**src/rtl/up_dn_counter_pkg.sv**
```systemverilog
// rtl/up_dn_counter_pkg.sv - shared types and elaboration helpers for the up/down counter
package up_dn_counter_pkg;

  typedef enum logic {
    UDC_SAT  = 1'b0,
    UDC_WRAP = 1'b1
  } udc_mode_e;

  // Number of distinct values in [min_v, max_v]; the wrap offset.
  function automatic int udc_range(input int min_v, input int max_v);
    return max_v - min_v + 1;
  endfunction

  function automatic int udc_clamp(input int v, input int min_v, input int max_v);
    if (v < min_v) return min_v;
    if (v > max_v) return max_v;
    return v;
  endfunction

endpackage

```
**src/rtl/udc_next_calc.sv**
```systemverilog
// rtl/udc_next_calc.sv - combinational next-count for one up/down step with wrap or clamp
module udc_next_calc
  import up_dn_counter_pkg::*;
#(
  parameter int               WIDTH   = 5,
  parameter int               STEP_W  = 3,
  parameter logic [WIDTH-1:0] MIN_VAL = '0,
  parameter logic [WIDTH-1:0] MAX_VAL = '1
) (
  input  logic [WIDTH-1:0]  count,
  input  logic              up,
  input  logic              down,
  input  logic [STEP_W-1:0] step,
  input  udc_mode_e         mode,
  output logic [WIDTH-1:0]  next_count,
  output logic              wrap,
  output logic              sat
);

  // Signed headroom so count-step can go below MIN (or zero) without aliasing.
  localparam int XW = ((WIDTH > STEP_W) ? WIDTH : STEP_W) + 2;

  localparam logic signed [XW-1:0] MIN_X   = XW'(MIN_VAL);
  localparam logic signed [XW-1:0] MAX_X   = XW'(MAX_VAL);
  localparam logic signed [XW-1:0] RANGE_X = XW'(udc_range(int'(MIN_VAL), int'(MAX_VAL)));

  logic signed [XW-1:0] cnt_x;
  logic signed [XW-1:0] step_x;
  logic signed [XW-1:0] t_up;
  logic signed [XW-1:0] t_dn;

  assign cnt_x  = XW'(count);
  assign step_x = XW'(step);
  assign t_up   = cnt_x + step_x;
  assign t_dn   = cnt_x - step_x;

  always_comb begin
    next_count = count;
    wrap       = 1'b0;
    sat        = 1'b0;
    if (step != '0) begin
      if (down) begin
        if (t_dn >= MIN_X) begin
          next_count = WIDTH'(t_dn);
        end else if (mode == UDC_WRAP) begin
          next_count = WIDTH'(t_dn + RANGE_X);
          wrap       = 1'b1;
        end else begin
          next_count = MIN_VAL;
          sat        = 1'b1;
        end
      end else if (up) begin
        if (t_up <= MAX_X) begin
          next_count = WIDTH'(t_up);
        end else if (mode == UDC_WRAP) begin
          next_count = WIDTH'(t_up - RANGE_X);
          wrap       = 1'b1;
        end else begin
          next_count = MAX_VAL;
          sat        = 1'b1;
        end
      end
    end
  end

endmodule

```
**src/rtl/up_dn_counter_param.sv**
```systemverilog
// rtl/up_dn_counter_param.sv - bounded up/down counter with step, saturate/wrap mode and load clamp
// Optional sticky overflow/underflow flags are built when UDC_STICKY_EN is defined.
module up_dn_counter_param
  import up_dn_counter_pkg::*;
#(
  parameter int               WIDTH   = 5,
  parameter int               STEP_W  = 3,
  parameter logic [WIDTH-1:0] MIN_VAL = '0,
  parameter logic [WIDTH-1:0] MAX_VAL = '1,
  parameter logic [WIDTH-1:0] RST_VAL = MIN_VAL
) (
  input  logic              clk,
  input  logic              rst_n,
  input  logic              load,
  input  logic [WIDTH-1:0]  in_val,
  input  logic              up,
  input  logic              down,
  input  logic [STEP_W-1:0] step,
  input  udc_mode_e         mode,
`ifdef UDC_STICKY_EN
  input  logic              clr_sticky,
  output logic              ovf_sticky,
  output logic              unf_sticky,
`endif
  output logic [WIDTH-1:0]  count,
  output logic              high,
  output logic              low,
  output logic              wrap_p,
  output logic              sat_p,
  output logic              load_err_p
);

  logic [WIDTH-1:0] calc_count;
  logic             calc_wrap;
  logic             calc_sat;
  logic [WIDTH-1:0] load_val;
  logic             load_oor;

  udc_next_calc #(
    .WIDTH   (WIDTH),
    .STEP_W  (STEP_W),
    .MIN_VAL (MIN_VAL),
    .MAX_VAL (MAX_VAL)
  ) u_next_calc (
    .count      (count),
    .up         (up),
    .down       (down),
    .step       (step),
    .mode       (mode),
    .next_count (calc_count),
    .wrap       (calc_wrap),
    .sat        (calc_sat)
  );

  // An out-of-range load is detected by the clamp changing the value.
  assign load_val = WIDTH'(udc_clamp(int'(in_val), int'(MIN_VAL), int'(MAX_VAL)));
  assign load_oor = (load_val != in_val);

  always_ff @(posedge clk) begin
    if (!rst_n) begin
      count      <= RST_VAL;
      wrap_p     <= 1'b0;
      sat_p      <= 1'b0;
      load_err_p <= 1'b0;
    end else if (load) begin
      count      <= load_val;
      wrap_p     <= 1'b0;
      sat_p      <= 1'b0;
      load_err_p <= load_oor;
    end else begin
      count      <= calc_count;
      wrap_p     <= calc_wrap;
      sat_p      <= calc_sat;
      load_err_p <= 1'b0;
    end
  end

  assign high = (count == MAX_VAL);
  assign low  = (count == MIN_VAL);

`ifdef UDC_STICKY_EN
  // down beats up, so any bound event while down is asserted is on the low side.
  logic ovf_set;
  logic unf_set;

  assign ovf_set = !load && !down && (calc_wrap || calc_sat);
  assign unf_set = !load &&  down && (calc_wrap || calc_sat);

  always_ff @(posedge clk) begin
    if (!rst_n) begin
      ovf_sticky <= 1'b0;
      unf_sticky <= 1'b0;
    end else begin
      ovf_sticky <= ovf_set || (ovf_sticky && !clr_sticky);
      unf_sticky <= unf_set || (unf_sticky && !clr_sticky);
    end
  end
`endif

endmodule
```
**config.mk**
```make
export PLATFORM = sky130hd
export DESIGN_NAME = up_dn_counter_param
export DESIGN_NICKNAME = d
export VERILOG_FILES = /design/src/rtl/up_dn_counter_pkg.sv /design/src/rtl/udc_next_calc.sv /design/src/rtl/up_dn_counter_param.sv
export SDC_FILE = /design/constraint.sdc
export NUM_CORES = 1
export LEC_CHECK = 0
export CAP_MARGIN = 20
export CORE_UTILIZATION = 45
export CTS_CLUSTER_DIAMETER = 100
export CTS_CLUSTER_SIZE = 12
export DETAILED_ROUTE_END_ITERATION = 8
export GPL_ROUTABILITY_DRIVEN = 1
export PLACE_DENSITY = 0.79
export SLEW_MARGIN = 20
export SYNTH_ARGS = -nofsm -noshare
export SYNTH_HDL_FRONTEND = slang
export SYNTH_SLANG_ARGS = --single-unit
```
**constraint.sdc**
```tcl
create_clock -name clk -period 3.35 [get_ports clk]
set_input_delay 0.335 -clock clk [delete_from_list [all_inputs] [get_ports clk]]
set_output_delay 0.335 -clock clk [all_outputs]
set_load 0.02 [all_outputs]
```
==> metrics <==
run status=completed; Yosys warning total=0; gr ovfl total=0; required time worst endpoint=3.55 ns; Antenna diodes=0; # setup viols final=0; pwr dens=338 nW/um2; largest family of logic cells by synthesized area=simple AND/OR/NAND/NOR gates; FF-to-FF End=wrap_p; Synth cell types=42; Highest Clock Rate=0.398 GHz; die area=1820 um2; Setup crit start=step[1]; Clock Latency Late Sink=0.25 ns; #FFs+latches synth=7; CTS tree=yes; Worst-Margin Slew=0.629 ns; Syn Inst Count=96; IO buf count=22; CP Cell Sequence=clkdlybuf4s50_1 -> inv_1 -> ha_1 -> nor2b_1 -> o21a_4 -> or4_4 -> a2111oi_2 -> and2_1; DRC violations left=0; post-layout minimum cycle time=2.51 ns; CTS Buffer Depth=2; FP Rows=14; initial antenna violation count=0; most used flip-flop cell after synthesis=dfxtp_1; # nets final=139; Post-CTS Resized=0; Post-Synth Simple-Gate Area=28.3%; Initial DRC Count=26; hold_ws=0.631 ns; Finished Cell Area=975 um2; worst vdd ir=0.000232 V; Arr. time, crit path=2.71 ns; Core Area=1520 um2; Worst Setup EP=wrap_p; crit end category=flop; Avg Inst Size Synth=7.74 um2; Leakage=0.384 nW; Setup TNS=0 ns; Async S/R FF share, synth=0%; # clock sinks=7; Worst R2R Setup Slack=1.06 ns; Vert. Die Dim=42.6 um; Post-CTS Setup Bufs=0; CTS Root Cell=clkbuf_4; post-synthesis mux area share=0%; First-pass DRT Iterations=4; Maximum Capacitance Violations=0; die width=42.6 um; FF-to-FF Start=count[1]; post-synth top area share=18.9%; DP HPWL=1430 um; largest net degree at the start of global routing=16; CTS Hold Bufs=0; crit-path max cell delay=0.55 ns; RSZ-0062 raised after global routing=false; Fin. Hold Viols=0; share of cells above drive strength 1=6.90%; I/O Pins=24; DRT Wirelength=1880 um; GP Congestion=0.843; Cell Area, Synth=743 um2; via count=802; GR Util All Layers=22.2%; CP max-delay cell=clkdlybuf4s50_1; critical setup path kind=input port to flop; Worst-path clk slew=0.05 ns; H-tree depth=1; top post-synthesis cells by count=nor2_1 (11), inv_1 (8), dfxtp_1 (7), nand2_1 (7), ha_1 (6); vias in the first global route=686; area delta synth->final=31.1%; TritonCTS buffer count=3; min-delay src=count[1]; first-pass GRT wire length=3070 um; Syn Nets=118; xor and xnor area share after synthesis=0%; Initial Util=48.8%; DRT antenna net count=0; final clock skew=0.00143 ns; Final Cycle Share=75.0%; area leader, netlist=dfxtp_1; Area contributors post-synth=dfxtp_1 (19%), ha_1 (10%), nor2_1 (5.6%); Avg WL per Cell=14.2 um; DR vias/cell=6.08; number of flops mapped to enable cells by yosys=0; sequential share of the synthesized area=18.9%; CP Launch Type=input port; count leader, synth=nor2_1; placed cell area=948 um2; crit-path max FO=5; Adder-Cell Fraction of Synth Area=15.5%; post-synthesis compound-gate area fraction=28.1%; Max Slew Vio Count=0; r2r worst-path depth=6; worst rel slew slack=57.8%; Hold Crit Class=flop to flop
==> metrics by stage <==
stage	setup WS, ns	util, %	power, mW	cells
after floorplan	1.09	-	0.199	96
after global placement	0.628	62.2	0.248	128
after detailed placement	0.571	62.2	0.250	128
after CTS	0.832	64.0	0.329	132
after global routing	0.712	64.0	0.349	132
final	0.837	64.0	0.330	132
==> routing by layer <==
metal / wire length, um / GRT usage, %
met3: 125 / 1.29
met4: 36 / 9.38
met5: 0 / 0
met1: 847 / 31.0
met2: 869 / 35.2
==> placed cells by master (no fill, tap or decap), types with 2 or more instances in the layout <==
cell type / count
a2111oi_0: 2
a21oi_1: 2
and3_1: 2
clkbuf_4: 3
clkdlybuf4s50_1: 22
dfxtp_1: 7
fa_1: 2
ha_1: 6
inv_1: 8
nand2_1: 7
nand2b_1: 2
nand3_1: 2
nor2_1: 11
nor2b_1: 3
nor3_1: 4
nor3b_1: 2
o2111a_1: 2
o211ai_1: 3
o21ai_0: 3
o22ai_1: 2
==> where the power goes <==
part	switching, mW	internal [mW]
logic	0.0725	0.0716
registers	0.0161	0.0906
clock network	0.0333	0.0456
total	0.122	0.208
==> sequential cells by signal, indices dropped and copies added (netlist names) <==
| signal | flops |
|---|---|
| count | 5 |
| sat_p | 1 |
| wrap_p | 1 |
==> kinds of logic (layout without fill, tap and decap cells) <==
| group | Yosys count | count (layout) |
|---|---|---|
| compound gates | 26 | 26 |
| fa+ha+maj | 8 | 8 |
| buf+inv | 14 | 34 |
| flops | 7 | 7 |
| other cells | 1 | 1 |
| simple gates | 40 | 40 |
==> area by class of cell <==
class	count	area, um2
multi-input combinational	75	538
timing repair buffer	22	220
fill	145	549
sequential	7	140
clock buffer	4	26.3
inverter	8	30.0
tap	16	20.0
==> critical path: cells and delay by family <==
family	cells	cell delay, ns
AOI/OAI and AO/OA	2	0.61
adders and majority gates	1	0.32
buffers and inverters	2	0.65
and+or+nand+nor	3	0.80
==> worst min-delay path by stage <==
stage | endpoint | cells past startpoint | slack (ns)
6_report | count[1] | 2 | 0.63
5_1_grt | count[1] | 2 | 0.67
4_1_cts | count[1] | 2 | 0.63
3_5_place_dp | count[1] | 2 | 0.62
3_3_place_gp | count[1] | 2 | 0.61
2_1_floorplan | wrap_p | 1 | 0.46
Note: power is estimated with default switching activity, not from simulation.
